[config.mk]
export PLATFORM = sky130hd
export DESIGN_NAME = vga_bar_engine_flat
export DESIGN_NICKNAME = d
export VERILOG_FILES = /design/src/rtl/vga_bar_if.sv /design/src/rtl/vga_bar_engine.sv /design/src/flat_wrapper.sv
export SDC_FILE = /design/constraint.sdc
export NUM_CORES = 1
export LEC_CHECK = 0
export ABC_AREA = 0
export BUFFER_PORTS_ARGS = -buffer_cell sky130_fd_sc_hd__buf_4
export CAP_MARGIN = 20
export CORE_ASPECT_RATIO = 1.1
export CORE_MARGIN = 2
export CORE_UTILIZATION = 49
export DETAILED_ROUTE_END_ITERATION = 10
export HOLD_SLACK_MARGIN = 0.03
export PLACE_DENSITY = 0.69
export SETUP_SLACK_MARGIN = 0.02
export SLEW_MARGIN = 30
export SYNTH_ARGS = -nofsm -noshare
export SYNTH_HDL_FRONTEND = slang
export SYNTH_SLANG_ARGS = --single-unit
[constraint.sdc]
create_clock -name clk -period 16.3 [get_ports clk]
set_input_delay 3.26 -clock clk [delete_from_list [all_inputs] [get_ports clk]]
set_output_delay 3.26 -clock clk [all_outputs]
set_load 0.02 [all_outputs]
[src/rtl/vga_bar_if.sv]
// Video-side bundle for vga_bar_engine: packed channel input plus registered sync/colour/strobe outputs.
interface vga_bar_if #(
  parameter int N_CH    = 10,
  parameter int CH_W    = 20,
  parameter int COLOR_W = 4
);
  logic [N_CH*CH_W-1:0] num;
  logic                 hsync_r;
  logic                 vsync_r;
  logic [COLOR_W-1:0]   OutRed;
  logic [COLOR_W-1:0]   OutGreen;
  logic [COLOR_W-1:0]   OutBlue;
  logic                 pix_stb;
  logic                 frame_start;

  modport master (
    input  num,
    output hsync_r, vsync_r, OutRed, OutGreen, OutBlue, pix_stb, frame_start
  );

  modport slave (
    output num,
    input  hsync_r, vsync_r, OutRed, OutGreen, OutBlue, pix_stb, frame_start
  );
endinterface

[src/rtl/vga_bar_engine.sv]
// VGA timing on a pixel strobe, rendering N_CH snapshotted channels as horizontal bar stripes.
// Optional macro VGA_BORDER_EN paints a one-pixel white frame around the active area.
module vga_bar_engine #(
  parameter int CLK_DIV  = 4,
  parameter int H_ACTIVE = 640,
  parameter int H_FP     = 16,
  parameter int H_SYNC   = 96,
  parameter int H_BP     = 48,
  parameter int V_ACTIVE = 480,
  parameter int V_FP     = 10,
  parameter int V_SYNC   = 2,
  parameter int V_BP     = 33,
  parameter int SYNC_NEG = 1,
  parameter int N_CH     = 10,
  parameter int CH_W     = 20,
  parameter int COLOR_W  = 4
) (
  input  logic      clk,
  input  logic      rst,
  vga_bar_if.master bus
);
  localparam int H_TOTAL  = H_ACTIVE + H_FP + H_SYNC + H_BP;
  localparam int V_TOTAL  = V_ACTIVE + V_FP + V_SYNC + V_BP;
  localparam int STRIPE_H = V_ACTIVE / N_CH;
  localparam int DW       = $clog2(CLK_DIV);
  localparam int HW       = $clog2(H_TOTAL + 1);
  localparam int VW       = $clog2(V_TOTAL + 1);
  localparam int RW       = $clog2(STRIPE_H + 1);
  localparam int SW       = $clog2(N_CH + 1);
  localparam int CW       = (HW > CH_W) ? HW : CH_W;

  localparam logic [DW-1:0] DIV_LAST   = DW'(CLK_DIV - 1);
  localparam logic [HW-1:0] H_LAST     = HW'(H_TOTAL - 1);
  localparam logic [HW-1:0] H_ACT      = HW'(H_ACTIVE);
  localparam logic [HW-1:0] H_ACT_LAST = HW'(H_ACTIVE - 1);
  localparam logic [HW-1:0] HS_BEG     = HW'(H_ACTIVE + H_FP);
  localparam logic [HW-1:0] HS_END     = HW'(H_ACTIVE + H_FP + H_SYNC);
  localparam logic [VW-1:0] V_LAST     = VW'(V_TOTAL - 1);
  localparam logic [VW-1:0] V_ACT      = VW'(V_ACTIVE);
  localparam logic [VW-1:0] V_ACT_LAST = VW'(V_ACTIVE - 1);
  localparam logic [VW-1:0] V_BAR      = VW'(N_CH * STRIPE_H);
  localparam logic [VW-1:0] VS_BEG     = VW'(V_ACTIVE + V_FP);
  localparam logic [VW-1:0] VS_END     = VW'(V_ACTIVE + V_FP + V_SYNC);
  localparam logic [RW-1:0] ROW_LAST   = RW'(STRIPE_H - 1);
  localparam logic [SW-1:0] S_CAP      = SW'(N_CH);
  localparam logic          SYNC_OFF   = (SYNC_NEG != 0);

  logic [DW-1:0]        r_div;
  logic [HW-1:0]        r_h;
  logic [VW-1:0]        r_v;
  logic [RW-1:0]        r_row;
  logic [SW-1:0]        r_stripe;
  logic [N_CH*CH_W-1:0] r_snap;
  logic                 r_hsync;
  logic                 r_vsync;
  logic [COLOR_W-1:0]   r_red;
  logic [COLOR_W-1:0]   r_green;
  logic [COLOR_W-1:0]   r_blue;
  logic                 r_pix_stb;
  logic                 r_frame_start;

  logic                 w_stb;
  logic                 w_h_wrap;
  logic                 w_v_wrap;
  logic                 w_hs_act;
  logic                 w_vs_act;
  logic [CH_W-1:0]      w_chan;
  logic                 w_on;
  logic [COLOR_W-1:0]   w_red;
  logic [COLOR_W-1:0]   w_green;
  logic [COLOR_W-1:0]   w_blue;

  assign w_stb    = (r_div == DIV_LAST);
  assign w_h_wrap = (r_h == H_LAST);
  assign w_v_wrap = (r_v == V_LAST);
  assign w_hs_act = (r_h >= HS_BEG) && (r_h < HS_END);
  assign w_vs_act = (r_v >= VS_BEG) && (r_v < VS_END);

  // Stripe index saturates at N_CH below the bars, which selects no channel.
  always_comb begin
    w_chan = '0;
    for (int k = 0; k < N_CH; k++) begin
      if (r_stripe == SW'(k)) w_chan = r_snap[k*CH_W +: CH_W];
    end
  end

  assign w_on = (r_h < H_ACT) && (r_v < V_BAR) && (r_row != ROW_LAST)
              && (CW'(r_h) < CW'(w_chan));

  always_comb begin
    w_red   = '0;
    w_green = (w_on && !r_stripe[0]) ? {COLOR_W{1'b1}} : '0;
    w_blue  = (w_on &&  r_stripe[0]) ? {COLOR_W{1'b1}} : '0;
`ifdef VGA_BORDER_EN
    if ((r_h < H_ACT) && (r_v < V_ACT)
        && (r_h == '0 || r_h == H_ACT_LAST || r_v == '0 || r_v == V_ACT_LAST)) begin
      w_red   = {COLOR_W{1'b1}};
      w_green = {COLOR_W{1'b1}};
      w_blue  = {COLOR_W{1'b1}};
    end
`endif
  end

  always_ff @(posedge clk or posedge rst) begin
    if (rst) begin
      r_div         <= '0;
      r_h           <= '0;
      r_v           <= '0;
      r_row         <= '0;
      r_stripe      <= '0;
      r_snap        <= '0;
      r_hsync       <= SYNC_OFF;
      r_vsync       <= SYNC_OFF;
      r_red         <= '0;
      r_green       <= '0;
      r_blue        <= '0;
      r_pix_stb     <= 1'b0;
      r_frame_start <= 1'b0;
    end else begin
      r_pix_stb     <= w_stb;
      r_frame_start <= w_stb && w_h_wrap && w_v_wrap;
      r_div         <= w_stb ? '0 : r_div + 1'b1;
      if (w_stb) begin
        r_hsync <= SYNC_OFF ^ w_hs_act;
        r_vsync <= SYNC_OFF ^ w_vs_act;
        r_red   <= w_red;
        r_green <= w_green;
        r_blue  <= w_blue;
        r_h     <= w_h_wrap ? '0 : r_h + 1'b1;
        if (w_h_wrap) begin
          r_v <= w_v_wrap ? '0 : r_v + 1'b1;
          if (w_v_wrap || r_row == ROW_LAST) r_row <= '0;
          else                               r_row <= r_row + 1'b1;
          if (w_v_wrap)                                     r_stripe <= '0;
          else if (r_row == ROW_LAST && r_stripe != S_CAP) r_stripe <= r_stripe + 1'b1;
        end
        // Latched at the start of vertical blank so the next frame never tears.
        if (r_h == '0 && r_v == V_ACT) r_snap <= bus.num;
      end
    end
  end

  assign bus.hsync_r     = r_hsync;
  assign bus.vsync_r     = r_vsync;
  assign bus.OutRed      = r_red;
  assign bus.OutGreen    = r_green;
  assign bus.OutBlue     = r_blue;
  assign bus.pix_stb     = r_pix_stb;
  assign bus.frame_start = r_frame_start;
endmodule
[src/flat_wrapper.sv]
// flat-port wrapper written by rule: the top's interface ports become plain ports
module vga_bar_engine_flat 
#(
  parameter int CLK_DIV  = 4,
  parameter int H_ACTIVE = 640,
  parameter int H_FP     = 16,
  parameter int H_SYNC   = 96,
  parameter int H_BP     = 48,
  parameter int V_ACTIVE = 480,
  parameter int V_FP     = 10,
  parameter int V_SYNC   = 2,
  parameter int V_BP     = 33,
  parameter int SYNC_NEG = 1,
  parameter int N_CH     = 10,
  parameter int CH_W     = 20,
  parameter int COLOR_W  = 4
)
  (clk, rst, bus_num, bus_hsync_r, bus_vsync_r, bus_OutRed, bus_OutGreen, bus_OutBlue, bus_pix_stb, bus_frame_start);
  vga_bar_if #(.N_CH(N_CH), .CH_W(CH_W), .COLOR_W(COLOR_W)) bus_i ();
  input  logic clk;
  input  logic rst;
  input wire logic [$bits(bus_i.num)-1:0] bus_num;
  output wire logic [$bits(bus_i.hsync_r)-1:0] bus_hsync_r;
  output wire logic [$bits(bus_i.vsync_r)-1:0] bus_vsync_r;
  output wire logic [$bits(bus_i.OutRed)-1:0] bus_OutRed;
  output wire logic [$bits(bus_i.OutGreen)-1:0] bus_OutGreen;
  output wire logic [$bits(bus_i.OutBlue)-1:0] bus_OutBlue;
  output wire logic [$bits(bus_i.pix_stb)-1:0] bus_pix_stb;
  output wire logic [$bits(bus_i.frame_start)-1:0] bus_frame_start;
  assign bus_i.num = bus_num;
  assign bus_hsync_r = bus_i.hsync_r;
  assign bus_vsync_r = bus_i.vsync_r;
  assign bus_OutRed = bus_i.OutRed;
  assign bus_OutGreen = bus_i.OutGreen;
  assign bus_OutBlue = bus_i.OutBlue;
  assign bus_pix_stb = bus_i.pix_stb;
  assign bus_frame_start = bus_i.frame_start;
  vga_bar_engine #(.CLK_DIV(CLK_DIV), .H_ACTIVE(H_ACTIVE), .H_FP(H_FP), .H_SYNC(H_SYNC), .H_BP(H_BP), .V_ACTIVE(V_ACTIVE), .V_FP(V_FP), .V_SYNC(V_SYNC), .V_BP(V_BP), .SYNC_NEG(SYNC_NEG), .N_CH(N_CH), .CH_W(CH_W), .COLOR_W(COLOR_W)) u_core (.clk(clk), .rst(rst), .bus(bus_i));
endmodule
==> reports/results.tsv, run 1 <==
stage	metric	value	unit
clock_tree	hold_buf cts	0	
synthesis	post-synthesis mux area share	0.203	
drt	routed vias	8121	
global_routing	initial antenna violation count	0	
drt	number of DRC markers in iteration 0	529	
drt	Vias/cell	5.63	
critical_path	maximum net fanout on the critical path	113	
die	die width	148	µm
sta	worst-margin pin slew	0.813	ns
clock_tree	setup repair bufs after CTS	0	
clock_tree	cts repair resizes	0	
synthesis	register area share after synthesis	0.536	
power	Leak	0.00616	µW
global_routing	GRT Resource Usage Total	0.236	
run_status	status	finished clean	
drt	Final Routed Wirelength	28500	µm
power	PD cells	94.9	nW/µm²
global_routing	total gr overflow	0	
global_routing	global-route wire length before repair	44400	µm
sta	RSZ-0062 raised after global routing	no	
final_layout	final net count	1349	
clock_tree	root buf cell	clkbuf_16	
drt	Pre-antenna DRT Iters	5	
sta	Hold Fails Final Rpt	0	
sta	crit path time final	4.75	ns
sta	max_slew headroom	0.458	
sta	clock skew	0.0124	ns
synthesis	leading area contributor after synthesis	dfrtp_1	
final_layout	antenna cells	0	
final_layout	area of the multi-input gates	4790	µm²
die	DIE HEIGHT	162	µm
final_layout	storage element area	5960	µm²
place	number of port buffers	213	
die	IO Count	218	
synthesis	dominant synthesized flop cell	dfrtp_1	
sta	fin. max-slew vios	0	
critical_path	required time worst endpoint	16.90	ns
power	Tot Pwr	1300	µW
synthesis	Post-Syn Instances	938	
synthesis	Post-synth EDFFs	0	
sta	Sum Neg Setup Slack	0	ns
power	peak supply drop	0.0652	mV
clock_tree	Clk Latency, worst-skew pair	0.53	ns
synthesis	area fraction of the dominant cell type after synthesis	0.532	
final_layout	Syn-to-layout area delta	23.8	%
sta	final setup fails	0	
die	Initial Util	0.501	
clock_tree	clock transition at the registers of the reported paths	0.06	ns
sta	fmax	0.211	GHz
place	Placer Congestion	0.823	
critical_path	CP Launch Type	primary input	
synthesis	Yosys cell types	62	
die	Core ar.	22200	µm²
place	HPWL after DPL	19700	µm
synthesis	Yosys reg bits	238	
clock_tree	CTS tree	built	
synthesis	share of synthesized flip-flops with an asynchronous set or reset	1.00	
drt	DRC viols	0	
synthesis	Compound-Gate Fraction of Synth Area	0.103	
synthesis	post-synthesis xor/xnor area fraction	0.0118	
sta	Hold WS	0.422	ns
die	die area	23900	µm²
critical_path	flop2flop setup slack	11.71	ns
sta	Tcrit/Tclk final	0.291	
drt	routed len/inst	19.7	µm
worst_hold_path	Hold Crit Class	reg2reg	
synthesis	synth warn	0	
die	Core Rows	57	
synthesis	cell with the most instances after synthesis	dfrtp_1	
clock_tree	clock tree buffer depth	3	
drt	Final ANT Viol Nets	0	
synthesis	Post-synth top cells	dfrtp_1, mux2_2, a21oi_1	
synthesis	Synth Area in Adders	0.0214	
synthesis	Synth Area in Simple Gates	0.0899	
synthesis	largest family of logic cells by synthesized area	multiplexers	
critical_path	Worst Path Class, Setup	in2async	
clock_tree	CTS H-tree depth	1	
global_routing	largest net degree at the start of global routing	117	
synthesis	synthesized area per cell	11.8	µm²
final_layout	Fillers	1783	
clock_tree	Num CTS Buffers	26	
clock_tree	clk sinks	238	
global_routing	number of global-route vias before repair	8233	
synthesis	Synth Cell Area	11100	µm²
job	max-cap viol count	0	
final_layout	layout cell share with drive strength beyond 1	0.414	
critical_path	nature of the critical path endpoint	asynchronous set/reset pin	
synthesis	largest cells by area after synthesis	dfrtp_1, mux2_2, a21oi_1, o21ai_0, ha_1	
critical_path	critical path arrival	5.35	ns
==> cells in the final DEF, fill, tap and decap left out, types with 3 or more instances in the layout <==
cell type,instances
a21oi_1,58
o22ai_1,13
or3_1,14
mux2_2,200
nor3b_1,3
nand3_1,12
dfrtp_1,236
clkbuf_1,8
nor3_1,14
o31ai_1,3
conb_1,4
nand4_1,12
nor2b_1,4
o21ai_0,54
o211ai_1,5
and3_1,15
clkbuf_8,6
buf_4,220
nand2b_1,5
nand2_1,52
clkinv_2,5
and2_1,3
clkbuf_16,27
xor2_1,7
xnor2_1,8
a31oi_1,16
inv_1,14
nor4_1,7
a221o_1,4
ha_1,17
a22o_1,4
nor2_1,48
==> worst max-delay path, stage by stage <==
cell	delay (ns)
buf_4	0.13
inv_8	0.51
buf_6	0.65
buf_4	0.66
==> final cells by class <==
type / instances / area share
sequential: 238 / 0.433
inverter: 15 / 0.00464
multi-input combinational: 624 / 0.348
tap: 295 / 0.0268
clock buffer: 41 / 0.0573
clock inverter: 7 / 0.00519
timing repair buffer: 223 / 0.124
==> cells by family after synthesis <==
kind of cell             Yosys count
flip-flops                       238
multiplexers                     200
AND/OR/NAND/NOR                  200
AO/OA/AOI/OAI                    186
buffers and inverters             79
adder cells (fa/ha/maj)           19
XOR/XNOR                          15
other                              1
==> registers in the layout, summed over array words and instances (netlist names) <==
register	cells
u_core.bus.OutBlue	1
u_core.bus.OutGreen	1
u_core.bus.frame_start	1
u_core.bus.hsync_r	1
u_core.bus.pix_stb	1
u_core.bus.vsync_r	1
u_core.r_div	2
u_core.r_h	10
u_core.r_row	6
u_core.r_snap	200
u_core.r_stripe	4
u_core.r_v	10
==> layer usage <==
metal  vias to the layer above  share of wire  track usage
li1                       3779              -            -
met1                      4046           0.44        0.332
met2                       255           0.48        0.386
met3                        41          0.056       0.0376
met4                         0          0.021       0.0586
met5                         -              0            0
==> power by group <==
group	leakage (µW)	switching (µW)	internal (µW)	total, µW
Combinational	0.00290	36.4	54.5	90.9
Sequential	0.00283	13.4	616	630
Clock	0.000426	236	348	584
Total	0.00616	286	1020	1300
==> per-stage QoR <==
step | util | setup slack [ns] | instances | cell area, µm²
after floorplan | - | 6.51 | 941 | 11100
after global placement | 0.580 | 10.65 | 1394 | 12900
after detailed placement | 0.581 | 10.67 | 1395 | 12900
after CTS | 0.620 | 11.20 | 1443 | 13700
after global routing | 0.620 | 11.18 | 1443 | 13700
final | 0.620 | 11.55 | 1443 | 13700
==> final timing paths <==
check,startpoint,endpoint,depth (start not counted)
max,rst,u_core.r_snap[144],4
min,u_core.r_div[0],u_core.r_div[0],1
max reg2reg,u_core.r_stripe[2],u_core.bus.OutBlue[2],14
min reg2reg,u_core.r_div[0],u_core.r_div[0],1
max in group clk,u_core.r_stripe[2],u_core.bus.OutBlue[2],14
min in group asynchronous,rst,u_core.bus.frame_start,2
No activity file was read; power rests on OpenSTA's default activity.
==> run 2, diff against run 1 <==
- ABC_AREA: 0 -> 1
- PLACE_DENSITY: 0.69 -> 0.72
- clock period: 16.3 -> 4 ns (I/O delays scaled with it)
==> run 2 against run 1 <==
Effect of this change:
- non-clock buffer count increased by 2
- sequential power increased to 4.1 times the previous value
- clock power increased to 4.0 times the previous value
- sequential share of layout area decreased by 1.3 points
- register-to-register slack got worse by 11 ns
- flip-flop and latch count unchanged
- global-route usage about the same
- largest power group unchanged
- die area increased by 3.4%
- first-iteration DRC count decreased by 5.9%
- synthesized area increased by 3.5%
- core utilization decreased by 0.22 points
==> reports/results.tsv, run 2 <==
stage	metric	value	unit
critical_path	required time worst endpoint	4.47	ns
sta	clock skew	0.0191	ns
clock_tree	Clk Latency, worst-skew pair	0.52	ns
critical_path	crit path cell chain	inv_1, ha_1, nand2_2, o21ai_0, o21ai_1, o22ai_1, nand2_1, o211ai_1, nand3_1, a22oi_1, ha_1, a21oi_1, o21ai_0, nand3_1, nand2_1, a21oi_1, nand3_1, nand2_1	
synthesis	Synth Cell Area	11500	µm²
synthesis	Post-synth EDFFs	0	
global_routing	largest net degree at the start of global routing	173	
power	Leak	0.00677	µW
sta	max_slew headroom	0.352	
sta	crit path time final	3.57	ns
global_routing	global-route wire length before repair	45500	µm
sta	Sum Neg Setup Slack	0	ns
sta	Hold Fails Final Rpt	0	
global_routing	GRT Resource Usage Total	0.236	
power	sequential power share	0.486	
final_layout	final net count	1536	
die	Initial Util	0.501	
synthesis	synthesized area per cell	10.3	µm²
global_routing	number of global-route vias before repair	8843	
final_layout	leading cell types in the layout, fill and taps excluded	dfrtp_1, buf_4, mux2_2	
die	IO Count	218	
synthesis	Compound-Gate Fraction of Synth Area	0.0494	
critical_path	critical path arrival	4.03	ns
synthesis	leading area contributor after synthesis	dfrtp_1	
place	HPWL after DPL	21400	µm
critical_path	Worst Path Class, Setup	reg2reg	
synthesis	Yosys reg bits	238	
synthesis	post-synthesis xor/xnor area fraction	0.00533	
global_routing	global routing usage on met2	0.398	
synthesis	largest family of logic cells by synthesized area	multiplexers	
final_layout	final non-filler cell total	1632	
power	Logic pwr share	0.072	
power	internal power	4130	µW
clock_tree	clk sinks	238	
synthesis	Yosys cell types	46	
critical_path	stages on the worst setup path	18	
drt	Pre-antenna DRT Iters	5	
die	Core ar.	22900	µm²
die	die width	150	µm
global_routing	met3 usage	0.0298	
clock_tree	CTS tree	built	
global_routing	global route hottest layer	met2	
critical_path	CP Launch Type	flop	
critical_path	Top Family by Delay on Critical Path	compound AO/OA/AOI/OAI gates	
place	cell count after placement	1587	
power	peak supply drop	0.265	mV
worst_hold_path	Hold Crit Class	in2async	
drt	Final Routed Wirelength	29000	µm
clock_tree	Num CTS Buffers	25	
critical_path	crit path to	u_core.bus.OutGreen[2]	
drt	routed vias	8645	
sta	final setup fails	0	
critical_path	maximum net fanout on the critical path	35	
drt	Vias/cell	5.30	
synthesis	synth warn	0	
synthesis	post-synthesis mux area share	0.197	
sta	Tcrit/Tclk final	0.892	
critical_path	reg-to-reg critical path startpoint	u_core.r_stripe[0]	
critical_path	Critical Path Start	u_core.r_stripe[0]	
synthesis	cell with the most instances after synthesis	dfrtp_1	
synthesis	dominant synthesized flop cell	dfrtp_1	
drt	number of DRC markers in iteration 0	498	
sta	fmax	0.280	GHz
power	Psw	1170	µW
sta	fin. max-slew vios	0	
run_status	status	finished clean	
job	max-cap viol count	0	
die	Core Rows	58	
place	number of port buffers	213	
global_routing	total gr overflow	0	
clock_tree	clock tree buffer depth	3	
sta	RSZ-0062 raised after global routing	no	
synthesis	share of synthesized flip-flops with an asynchronous set or reset	1.00	
final_layout	Syn-to-layout area delta	23.2	%
power	Clk pwr share	0.443	
power	PD cells	374	nW/µm²
power	sw frac	0.221	
synthesis	area fraction of the dominant cell type after synthesis	0.514	
die	die area	24700	µm²
synthesis	Post-Syn Instances	1115	
final_layout	number of flip-flops in the largest register	200	
critical_path	worst r2r dst	u_core.bus.OutGreen[2]	
final_layout	commonest non-fill, non-tap cell in the layout	dfrtp_1	
place	Placer Congestion	0.876	
clock_tree	clock transition at the registers of the reported paths	0.06	ns
drt	Final ANT Viol Nets	0	
final_layout	largest register by flop count	u_core.r_snap	
clock_tree	hold_buf cts	0	
critical_path	flop2flop setup slack	0.43	ns
critical_path	Buf+Inv Stages, Crit Path	1	
final_layout	Largest regs	u_core.r_snap (200), u_core.r_h (10), u_core.r_v (10)	
drt	DRC viols	0	
synthesis	largest cells by area after synthesis	dfrtp_1, mux2_2, nand2_1, nor2_1, nand3_1	
final_layout	antenna cells	0	
critical_path	Slowest cell on crit path	o21ai_0	
clock_tree	setup repair bufs after CTS	0	
synthesis	Synth Area in Adders	0.0207	
critical_path	Slowest Stage Delay on Critical Path	0.54	ns
critical_path	Worst Reg-to-Reg Cells	18	
synthesis	register area share after synthesis	0.518	
synthesis	Synth Area in Simple Gates	0.154	
drt	routed len/inst	17.8	µm
clock_tree	CTS H-tree depth	1	
clock_tree	cts repair resizes	0	
critical_path	nature of the critical path endpoint	flop	
die	DIE HEIGHT	165	µm
clock_tree	root buf cell	clkbuf_16	
global_routing	initial antenna violation count	0	
final_layout	layout cell share with drive strength beyond 1	0.366	
sta	worst-margin pin slew	0.972	ns
synthesis	Post-synth top cells	dfrtp_1, mux2_2, nand2_1	
global_routing	GR Util met1	0.321	
==> run 2: worst min-delay path: stages <==
cell        delay, ns
buf_4            0.12
clkinvlp_4       0.08
buf_12           0.29
==> run 2: worst min path at each step <==
stage | slack [ns] | start | cells past startpoint | end
finish | 0.37 | rst | 3 | u_core.r_row[3]
global route | 0.40 | rst | 3 | u_core.bus.frame_start
global placement | 0.41 | u_core.r_div[0] | 1 | u_core.r_div[0]
CTS | 0.43 | u_core.r_div[0] | 1 | u_core.r_div[0]
floorplan | 0.40 | u_core.r_div[0] | 1 | u_core.r_div[0]
detailed placement | 0.42 | u_core.r_div[0] | 1 | u_core.r_div[0]
==> run 2: layer usage <==
layer	part of all wire	up-vias
li1	-	4139
met1	0.43	4186
met2	0.48	268
met3	0.059	52
met4	0.027	0
met5	0	-
==> run 2: logic make-up (layout without fill, tap and decap cells) <==
logic type	Yosys count	after routing
AO/OA/AOI/OAI	98	98
XOR/XNOR	7	7
adder cells (fa/ha/maj)	19	19
buffers and inverters	143	357
flip-flops	238	238
multiplexers	201	201
other	1	4
AND/OR/NAND/NOR	408	408
==> run 2: cell type report <==
class | count | area [µm²]
clock buffers | 36 | 767
clock inverters | 8 | 75.1
fillers | 1913 | 8770
inverters | 88 | 337
multi-input cells | 737 | 4920
flip-flops and latches | 238 | 5960
well taps | 300 | 375
repair buffers | 225 | 1730
==> run 2: metrics by stage <==
stage	hold WS (ns)	setup slack [ns]	cell area, µm²	power (µW)	util
floorplan	0.403	0.0818	11500	2760	-
global placement	0.414	0.603	13300	2990	0.580
detailed placement	0.425	0.516	13300	3000	0.580
CTS	0.434	0.491	14100	5340	0.616
global route	0.400	0.0452	14200	5490	0.618
finish	0.371	0.432	14200	5300	0.618
==> run 2: power by group through the flow <==
stage / clock, µW / combinational [µW] / sequential [µW]
after floorplan: 0 / 175 / 2590
after global placement: 0 / 376 / 2610
after detailed placement: 0 / 382 / 2620
after CTS: 2380 / 384 / 2570
after global routing: 2480 / 419 / 2580
final: 2350 / 380 / 2570
==> run 3, diff against run 2 <==
- CORE_UTILIZATION: 49 -> 45
- GPL_ROUTABILITY_DRIVEN: not set -> 1
- PLACE_DENSITY: 0.72 -> 0.67
==> run 3 against run 2 <==
Effect of this change:
- design area is 0.45% higher
- first-iteration DRC count is 12% higher
- flip-flop and latch count stayed put
- via count is 0.29% higher
- clock skew is 0.0051 ns lower
- register-to-register slack better by 0.12 ns
- maximum frequency is 3.5% higher
- worst setup slack better by 0.12 ns
- global-route usage is 1.6 points lower
- largest cell class unchanged
- highest routed layer unchanged
==> reports/results.tsv, run 3 (synthesis gave the netlist of run 2 again) <==
stage	metric	value	unit
critical_path	Worst Reg-to-Reg Cells	20	
critical_path	Most common cell on crit path	o21ai_0	
power	peak supply drop	0.378	mV
critical_path	flop2flop setup slack	0.55	ns
clock_tree	root buf cell	clkbuf_16	
worst_hold_path	Worst Hold End	u_core.r_div[0]	
critical_path	required time worst endpoint	4.46	ns
drt	routed len/inst	17.8	µm
final_layout	largest register by flop count	u_core.r_snap	
power	sequential power share	0.485	
critical_path	crit path cell chain	inv_1, ha_1, nand2_2, o21ai_0, nand2_1, o21ai_0, nand2_1, a21oi_1, o211ai_1, o21ai_0, nand3_1, o21ai_0, ha_1, a21oi_1, o21ai_0, nand3_1, nand2_1, a21oi_1, nand3_1, nand2_1	
worst_hold_path	Hold Startpoint	u_core.r_div[0]	
clock_tree	Num CTS Buffers	26	
drt	Final ANT Viol Nets	0	
sta	Sum Neg Setup Slack	0	ns
die	Initial Util	0.457	
final_layout	Largest regs	u_core.r_snap (200), u_core.r_h (10), u_core.r_v (10)	
place	Placer Congestion	0.934	
sta	crit path time final	3.45	ns
worst_hold_path	Hold Crit Class	reg2reg	
critical_path	CP Launch Type	flop	
critical_path	Slowest Stage Delay on Critical Path	0.44	ns
final_layout	area of the multi-input gates	4920	µm²
critical_path	stages on the worst setup path	20	
drt	routed vias	8670	
final_layout	layout cell share with drive strength beyond 1	0.361	
final_layout	Final Util	0.565	
final_layout	commonest non-fill, non-tap cell in the layout	dfrtp_1	
critical_path	nature of the critical path endpoint	flop	
power	PD cells	373	nW/µm²
final_layout	antenna cells	0	
power	internal power	4140	µW
die	IO Count	218	
critical_path	worst r2r dst	u_core.bus.OutGreen[2]	
place	number of port buffers	213	
drt	DRC viols	0	
global_routing	total gr overflow	0	
clock_tree	CTS H-tree depth	1	
final_layout	storage element area	5960	µm²
power	Psw	1180	µW
die	die width	156	µm
job	max-cap viol count	0	
power	Leak	0.00678	µW
sta	worst setup margin	0.555	ns
place	Setup WS pre-CTS	0.527	ns
global_routing	number of global-route vias before repair	8718	
critical_path	Slowest cell on crit path	dfrtp_1	
final_layout	leading cell types in the layout, fill and taps excluded	dfrtp_1, buf_4, mux2_2	
critical_path	Buf+Inv Stages, Crit Path	1	
worst_hold_path	hold path depth	1	
critical_path	reg-to-reg critical path startpoint	u_core.r_stripe[0]	
clock_tree	CTS tree	built	
global_routing	global-route wire length before repair	46100	µm
drt	Pre-antenna DRT Iters	5	
sta	final setup fails	0	
sta	max_slew headroom	0.389	
clock_tree	setup repair bufs after CTS	0	
final_layout	final net count	1539	
global_routing	initial antenna violation count	0	
sta	worst-margin pin slew	0.917	ns
final_layout	Fillers	2189	
sta	RSZ-0062 raised after global routing	no	
clock_tree	clock tree buffer depth	3	
global_routing	largest net degree at the start of global routing	159	
critical_path	critical path arrival	3.90	ns
drt	Final Routed Wirelength	29300	µm
critical_path	Top Family by Delay on Critical Path	compound AO/OA/AOI/OAI gates	
die	Core Rows	61	
drt	number of DRC markers in iteration 0	558	
drt	Vias/cell	5.25	
final_layout	Syn-to-layout area delta	23.7	%
power	sw frac	0.222	
clock_tree	clk sinks	238	
die	Core ar.	25200	µm²
sta	clock skew	0.0140	ns
die	DIE HEIGHT	172	µm
run_status	status	finished clean	
sta	Hold Fails Final Rpt	0	
final_layout	number of flip-flops in the largest register	200	
sta	fmax	0.290	GHz
sta	fin. max-slew vios	0	
clock_tree	clock transition at the registers of the reported paths	0.06	ns
place	HPWL after DPL	21900	µm
critical_path	Worst Path Class, Setup	reg2reg	
die	die area	26900	µm²
power	Tot Pwr	5310	µW
power	Clk pwr share	0.444	
global_routing	GRT Resource Usage Total	0.219	
clock_tree	Clk Latency, worst-skew pair	0.53	ns
power	Logic pwr share	0.071	
sta	Tcrit/Tclk final	0.861	
critical_path	maximum net fanout on the critical path	35	
[run 3: per-stage QoR]
stage	instance area (µm²)	hold slack, ns	cells
final	14200	0.422	1652
after global routing	14200	0.442	1652
after CTS	14200	0.424	1652
after detailed placement	13400	0.416	1605
after global placement	13400	0.415	1605
after floorplan	11500	0.403	1118
[run 3: area by class of cell]
class / instances / share of cell area
timing repair buffer: 227 / 0.124
clock inverter: 5 / 0.00448
sequential: 238 / 0.419
inverter: 88 / 0.0237
tap: 315 / 0.0277
clock buffer: 42 / 0.0550
multi-input combinational: 737 / 0.346
[run 3: how the worst max path moves through the flow]
| stage | end | slack [ns] | start |
|---|---|---|---|
| after floorplan | u_core.bus.OutBlue[2] | 0.08 | rst |
| after global placement | u_core.bus.OutGreen[2] | 0.63 | u_core.r_stripe[0] |
| after detailed placement | u_core.bus.OutGreen[2] | 0.53 | u_core.r_stripe[0] |
| after CTS | u_core.bus.OutGreen[2] | 0.49 | u_core.r_stripe[0] |
| after global routing | u_core.bus.OutGreen[2] | 0.08 | u_core.r_stripe[0] |
| final | u_core.bus.OutGreen[2] | 0.55 | u_core.r_stripe[0] |
[run 3: power by group through the flow]
stage          Combinational, µW  Sequential [µW]  Clock [µW]
6_report                     376             2580        2360
5_1_grt                      418             2590        2510
4_1_cts                      384             2580        2410
3_5_place_dp                 382             2620           0
3_3_place_gp                 377             2620           0
2_1_floorplan                175             2590           0
[run 3: routing by layer]
metal | GRT usage | share of wire | vias up
li1 | - | - | 4156
met1 | 0.306 | 0.45 | 4185
met2 | 0.360 | 0.47 | 284
met3 | 0.0335 | 0.060 | 45
met4 | 0.0558 | 0.021 | 0
met5 | 0 | 0 | -
[run 3: repair_timing]
item                       CTS  global route
hold endpoints to repair     0             0
hold buffers                 0             0
gates resized for setup      0             1
setup endpoints to repair    0             2
